[config.mk]
export PLATFORM = sky130hd
export DESIGN_NAME = ps2_kbd_ctrl_flat
export DESIGN_NICKNAME = d
export VERILOG_FILES = /design/src/rtl/ps2_kbd_ctrl_if.sv /design/src/rtl/ps2_kbd_ctrl.sv /design/src/flat_wrapper.sv
export SDC_FILE = /design/constraint.sdc
export NUM_CORES = 1
export LEC_CHECK = 0
export BUFFER_PORTS_ARGS = -buffer_cell sky130_fd_sc_hd__buf_4
export CAP_MARGIN = 20
export CORE_MARGIN = 2
export CORE_UTILIZATION = 45
export CTS_BUF_LIST = sky130_fd_sc_hd__clkbuf_8
export CTS_CLUSTER_SIZE = 40
export DETAILED_ROUTE_END_ITERATION = 10
export PLACE_DENSITY = 0.68
export SLEW_MARGIN = 20
export SYNTH_ARGS = -nofsm -noshare
export SYNTH_HDL_FRONTEND = slang
export SYNTH_SLANG_ARGS = --single-unit
[constraint.sdc]
create_clock -name clk -period 1.75 [get_ports clk]
set_clock_uncertainty 0.2 [all_clocks]
set_input_delay 0.35 -clock clk [delete_from_list [all_inputs] [get_ports clk]]
set_output_delay 0.35 -clock clk [all_outputs]
set_load 0.02 [all_outputs]
[src/rtl/ps2_kbd_ctrl_if.sv]
// Key-event channel from ps2_kbd_ctrl to the downstream display/ASCII stage.
// valid/ready handshake; payload is held stable while valid is high and ready is low.
interface ps2_kbd_ctrl_if;
  logic       evt_valid;
  logic       evt_ready;
  logic [7:0] evt_code;
  logic       evt_ext;
  logic       evt_break;

  modport master (output evt_valid, output evt_code, output evt_ext, output evt_break,
                  input  evt_ready);
  modport slave  (input  evt_valid, input  evt_code, input  evt_ext, input  evt_break,
                  output evt_ready);
endinterface

[src/rtl/ps2_kbd_ctrl.sv]
// PS/2 scan-code sequencer: pops ps2_keyboard bytes, merges E0/F0 prefixes into key events.
// Optional TYPEMATIC_FILTER_EN drops auto-repeat makes of the currently held key.
module ps2_kbd_ctrl #(
  parameter int unsigned CNT_W     = 8,
  parameter int unsigned PREFIX_TO = 1000000
) (
  input  logic             clk,
  input  logic             clrn,
  input  logic [7:0]       kbd_data,
  input  logic             kbd_ready,
  input  logic             kbd_overflow,
  output logic             kbd_nextdata_n,
  ps2_kbd_ctrl_if.master   evt,
  output logic             key_down,
  output logic [8:0]       held_code,
  output logic [CNT_W-1:0] press_cnt,
  output logic             ovf_sticky,
  input  logic             ovf_clr
);

  localparam int unsigned TO_W = (PREFIX_TO > 2) ? $clog2(PREFIX_TO) : 1;
  localparam logic [TO_W-1:0] TO_LAST = TO_W'(PREFIX_TO - 1);

  typedef enum logic [2:0] {
    IDLE,
    POP,
    GAP,
    DECODE,
    EMIT
  } state_t;

  state_t          state, state_nxt;
  logic [7:0]      byte_r;
  logic            ext_p, brk_p;
  logic [TO_W-1:0] to_cnt;
  logic            evt_valid_r, evt_ext_r, evt_break_r;
  logic [7:0]      evt_code_r;

  logic is_e0, is_f0, is_err, emit_byte, accept;

  assign evt.evt_valid = evt_valid_r;
  assign evt.evt_code  = evt_code_r;
  assign evt.evt_ext   = evt_ext_r;
  assign evt.evt_break = evt_break_r;

  always_comb begin
    is_e0     = (byte_r == 8'hE0);
    is_f0     = (byte_r == 8'hF0);
    is_err    = (byte_r == 8'h00) || (byte_r == 8'hFF) || (byte_r == 8'hAA);
`ifdef TYPEMATIC_FILTER_EN
    emit_byte = !is_e0 && !is_f0 && !is_err &&
                !(key_down && !brk_p && (held_code == {ext_p, byte_r}));
`else
    emit_byte = !is_e0 && !is_f0 && !is_err;
`endif
    accept    = (state == EMIT) && evt.evt_ready;
  end

  always_ff @(posedge clk or negedge clrn) begin
    if (!clrn) state <= IDLE;
    else       state <= state_nxt;
  end

  always_comb begin
    state_nxt = state;
    unique case (state)
      IDLE:    if (kbd_ready) state_nxt = POP;
      POP:     state_nxt = GAP;
      GAP:     state_nxt = DECODE;
      DECODE:  state_nxt = emit_byte ? EMIT : IDLE;
      EMIT:    if (evt.evt_ready) state_nxt = IDLE;
      default: state_nxt = IDLE;
    endcase
  end

  always_ff @(posedge clk or negedge clrn) begin
    if (!clrn) begin
      kbd_nextdata_n <= 1'b1;
      byte_r         <= '0;
      ext_p          <= 1'b0;
      brk_p          <= 1'b0;
      to_cnt         <= '0;
      evt_valid_r    <= 1'b0;
      evt_code_r     <= '0;
      evt_ext_r      <= 1'b0;
      evt_break_r    <= 1'b0;
      key_down       <= 1'b0;
      held_code      <= '0;
      press_cnt      <= '0;
      ovf_sticky     <= 1'b0;
    end else begin
      // Strobe is registered from the next state so it is low exactly while in POP.
      kbd_nextdata_n <= (state_nxt != POP);

      if (kbd_overflow)  ovf_sticky <= 1'b1;
      else if (ovf_clr)  ovf_sticky <= 1'b0;

      unique case (state)
        IDLE: begin
          if (kbd_ready) begin
            byte_r <= kbd_data;
            to_cnt <= '0;
          end else if (ext_p || brk_p) begin
            if (to_cnt == TO_LAST) begin
              ext_p  <= 1'b0;
              brk_p  <= 1'b0;
              to_cnt <= '0;
            end else begin
              to_cnt <= to_cnt + 1'b1;
            end
          end
        end
        DECODE: begin
          if (is_e0) begin
            ext_p <= 1'b1;
          end else if (is_f0) begin
            brk_p <= 1'b1;
          end else begin
            ext_p <= 1'b0;
            brk_p <= 1'b0;
            if (emit_byte) begin
              evt_code_r  <= byte_r;
              evt_ext_r   <= ext_p;
              evt_break_r <= brk_p;
              evt_valid_r <= 1'b1;
            end
          end
        end
        EMIT: begin
          if (accept) begin
            evt_valid_r <= 1'b0;
            if (!evt_break_r) begin
              key_down  <= 1'b1;
              held_code <= {evt_ext_r, evt_code_r};
              press_cnt <= press_cnt + 1'b1;
            end else if (held_code == {evt_ext_r, evt_code_r}) begin
              key_down <= 1'b0;
            end
          end
        end
        default: ;
      endcase
    end
  end

endmodule

[src/flat_wrapper.sv]
// flat-port wrapper written by rule: the top's interface ports become plain ports
module ps2_kbd_ctrl_flat 
#(
  parameter int unsigned CNT_W     = 8,
  parameter int unsigned PREFIX_TO = 1000000
)
  (clk, clrn, kbd_data, kbd_ready, kbd_overflow, kbd_nextdata_n, key_down, held_code, press_cnt, ovf_sticky, ovf_clr, evt_evt_valid, evt_evt_code, evt_evt_ext, evt_evt_break, evt_evt_ready);
  ps2_kbd_ctrl_if evt_i ();
  input  logic clk;
  input  logic clrn;
  input  logic [7:0] kbd_data;
  input  logic kbd_ready;
  input  logic kbd_overflow;
  output logic kbd_nextdata_n;
  output logic key_down;
  output logic [8:0] held_code;
  output logic [CNT_W-1:0] press_cnt;
  output logic ovf_sticky;
  input  logic ovf_clr;
  output wire logic [$bits(evt_i.evt_valid)-1:0] evt_evt_valid;
  output wire logic [$bits(evt_i.evt_code)-1:0] evt_evt_code;
  output wire logic [$bits(evt_i.evt_ext)-1:0] evt_evt_ext;
  output wire logic [$bits(evt_i.evt_break)-1:0] evt_evt_break;
  input wire logic [$bits(evt_i.evt_ready)-1:0] evt_evt_ready;
  assign evt_evt_valid = evt_i.evt_valid;
  assign evt_evt_code = evt_i.evt_code;
  assign evt_evt_ext = evt_i.evt_ext;
  assign evt_evt_break = evt_i.evt_break;
  assign evt_i.evt_ready = evt_evt_ready;
  ps2_kbd_ctrl #(.CNT_W(CNT_W), .PREFIX_TO(PREFIX_TO)) u_core (.clk(clk), .clrn(clrn), .kbd_data(kbd_data), .kbd_ready(kbd_ready), .kbd_overflow(kbd_overflow), .kbd_nextdata_n(kbd_nextdata_n), .evt(evt_i), .key_down(key_down), .held_code(held_code), .press_cnt(press_cnt), .ovf_sticky(ovf_sticky), .ovf_clr(ovf_clr));
endmodule
==> flow_summary.toml <==
[floorplan]
rows = 30
dieArea_um2 = 7510
die_w_um = 86.7
fp.dieH_um = 86.7
coreArea_um2 = 6720
start_util_pct = 45.8
io_pins = 45

[worst_setup_path]
cp_slowest_cell = "or4_4"
cp_num_buf_inv = 0
crit_fanout = 6
r2r_cells = 4
reg2reg_slack_ns = -0.22
worstSetupStartpointType = "flip-flop"
path_cells = "or4_4 -> a21oi_4 -> nor3_4 -> mux2_4"
slowest_delay_ns = 0.54
r2r-start = "u_core.byte_r[2]"
arrival_ns = 2.00
critPathTopFamily = "simple AND/OR/NAND/NOR gates"
path_class = "reg -> reg"
crit_required_ns = 1.79
r2r_end = "u_core.evt.evt_code[6]"
endpoint_kind = "flip-flop"

[timing]
rsz0062_at_grt = "true"
hold_viol_final = 0
slew_violations = 0
fmax_mhz = 508
worst_slack_ns = -0.217
slew_headroom_pct = 65.7
min_period_over_period_pct = 112
finalSetupViolCount = 41
period_needed_ns = 1.97
tightest_slew_ns = 0.514

[drt]
routed_wl_um = 8850
first_iter_violations = 146
postRouteAntennaNets = 0
drc = 0
drtPass1Iterations = 4
vias = 2737
viasPerCell = 5.50
wl_per_cell_um = 17.8

[power]
pwr-share-clk_pct = 15.4
peakVddDrop_mv = 0.736
seq_power_share_pct = 32.5
pwr-share-comb_pct = 52.1
power_density_nw_per_um2 = 1540
internal_power_mw = 4.75
p_leak_nw = 2.19
switchingPower_mw = 2.94
netSwitchingFraction_pct = 38.2

[final_layout]
nNetsFinal = 429
layout-drive-gt1-share_pct = 59.1
fin_area_um2 = 4990
final_common_cell = "buf_4"
final_cell_mix = "118 x buf_4, 63 x dfrtp_1, 20 x mux2_4"
antenna_cells = 0
utilization_pct = 74.3
areaGrowthSynthToFinish_pct = 62.4

[clock_network]
clk_latency_ns = 0.35
numCtsBuffers = 9
clk_path_buf_depth = 2
cts.sinks = 64
clockRootBuffer = "clkbuf_8"
cts_tree = "done"
clk_pin_slew_ns = 0.07
htreeDepth = 3

[synthesis]
synth.distinct_cells = 51
syn_area_per_cell_um2 = 11.5
syn_area_um2 = 3080
syn-num-nets = 283
synth_warnings = 0
ys_seq_area_share_pct = 52.1
synth_seq_cells = 64
syn_inst = 267

[min_path]
hp-start = "kbd_data[1]"
hold_depth = 2
hold_class = "in -> reg"
whs_endpoint = "u_core.byte_r[1]"

[placement]
placed_cell_area_um2 = 4020
port_buffers = 44
hpwl_um = 5410
routabilityCongestion = 0.900

[global_route]
grt_pass1_vias = 2652
antenna_found_initial = 0
grt_usage_pct = 23.7
grt_pass1_wl_um = 13700
grt-ovfl-total = 0
grt_max_degree = 30

[job]
drv_cap = 0

[outcome]
violations = "negative setup slack"
outcome = "finished with violations"
-- routing by layer --
metal  wire (µm)  up-vias  track usage [%]
met4         157        0             9.09
li1            -     1288                -
met1        4110     1370             34.3
met2        4280       67             35.8
met5           0        -                0
met3         303       12             4.00
-- how the worst max path moves through the flow --
| stage | startpoint | endpoint | slack [ns] | cells past startpoint |
|---|---|---|---|---|
| 3_3_place_gp | u_core.state[2] | u_core.evt.evt_code[5] | -0.37 | 3 |
| 3_5_place_dp | u_core.byte_r[6] | u_core.evt.evt_code[6] | -0.44 | 4 |
| 5_1_grt | u_core.state[0] | u_core.to_cnt[13] | -0.26 | 9 |
| 4_1_cts | u_core.byte_r[0] | u_core.evt.evt_code[6] | -0.18 | 4 |
| 2_1_floorplan | u_core.byte_r[6] | u_core.evt.evt_break | -0.13 | 5 |
| 6_report | u_core.byte_r[2] | u_core.evt.evt_code[6] | -0.22 | 4 |
-- cells in the mapped netlist (all sizes together) --
cell | n | area, µm²
o211ai | 1 | 7.51
nand4 | 13 | 81.3
a2bb2oi | 1 | 8.76
nor4bb | 1 | 10.0
a21boi | 1 | 7.51
o32ai | 2 | 17.5
nand2 | 17 | 66.3
a21oi | 4 | 27.5
nor4b | 3 | 26.3
nor2 | 19 | 73.8
a32o | 1 | 10.0
nor3 | 5 | 40.0
xnor2 | 13 | 114
o21a | 1 | 7.51
and3 | 3 | 18.8
dfstp | 1 | 26.3
ha | 2 | 25.0
mux2i | 1 | 10.0
and2 | 5 | 31.3
o31ai | 4 | 35.0
nand3 | 21 | 105
xor2 | 8 | 70.1
a211o | 1 | 8.76
nand3b | 2 | 18.8
dfrtp | 63 | 1580
a21o | 2 | 15.0
inv | 6 | 22.5
o21ai | 11 | 55.1
clkbuf | 1 | 3.75
mux2 | 27 | 334
a41oi | 1 | 8.76
buf | 6 | 36.3
a31oi | 3 | 33.8
or2 | 1 | 6.26
nand4bb | 1 | 11.3
and4 | 4 | 35.0
nor4 | 3 | 25.0
o311ai | 4 | 35.0
or4 | 4 | 30.0
-- repair_timing --
action                                 in CTS  in global routing
setup endpoints to repair                  52                 58
buffers inserted                           17                 12
pin swaps                                  25                 25
endpoints found under the hold margin      26                  0
resized for setup                          72                 40
hold buffers                                2                  0
cloned                                      2                  0
-- layout make-up --
type | instances | area [µm²]
tap | 80 | 100
multi-input combinational | 192 | 1930
sequential | 64 | 1600
clock buffer | 10 | 138
fill | 410 | 1730
inverter | 6 | 22.5
clock inverter | 6 | 42.5
timing repair buffer | 140 | 1160
-- through the flow --
stage                     hold slack, ns  total power [mW]  setup WS, ns  std cells  setup TNS, ns
after global routing              0.0276              8.09        -0.263        498          -6.79
after CTS                        0.00622              7.26        -0.181        489          -3.21
after floorplan                   -0.146              3.90        -0.130        267          -1.12
after detailed placement           0.109              5.37        -0.444        452          -6.78
after global placement             0.112              5.26        -0.368        452          -4.97
final                             0.0298              7.69        -0.217        498          -4.07
-- power by group through the flow --
stage,combinational (mW),sequential (mW),clock (mW)
floorplan,1.18,2.72,0
global placement,2.85,2.41,0
detailed placement,2.92,2.45,0
CTS,3.61,2.45,1.20
global route,4.27,2.55,1.27
finish,4.01,2.50,1.18
-- cell families after synthesis --
group                      synth area share, %
AOI/OAI and AO/OA                         9.03
xor gates and xnor gates                  5.98
adders and majority gates                0.814
buffers and inverters                     2.03
DFF                                       52.1
muxes                                     11.2
and+or+nand+nor                           18.8
-- sequential cells by signal, indices dropped and copies added, names as in the netlist --
| register | flops |
|---|---|
| u_core.brk_p | 1 |
| u_core.byte_r | 8 |
| u_core.evt.evt_break | 1 |
| u_core.evt.evt_code | 8 |
| u_core.evt.evt_ext | 1 |
| u_core.evt.evt_valid | 1 |
| u_core.ext_p | 1 |
| u_core.held_code | 9 |
| u_core.kbd_nextdata_n | 1 |
| u_core.key_down | 1 |
| u_core.ovf_sticky | 1 |
| u_core.press_cnt | 8 |
| u_core.state | 3 |
| u_core.to_cnt | 20 |
-- worst register-to-register path, cell delays in order, from the launching register on --
cell and delay (ns):
dfrtp_1 0.43, or4_4 0.54, a21oi_4 0.25, nor3_4 0.12
mux2_4 0.32
Note: power is estimated with default switching activity, not from simulation.
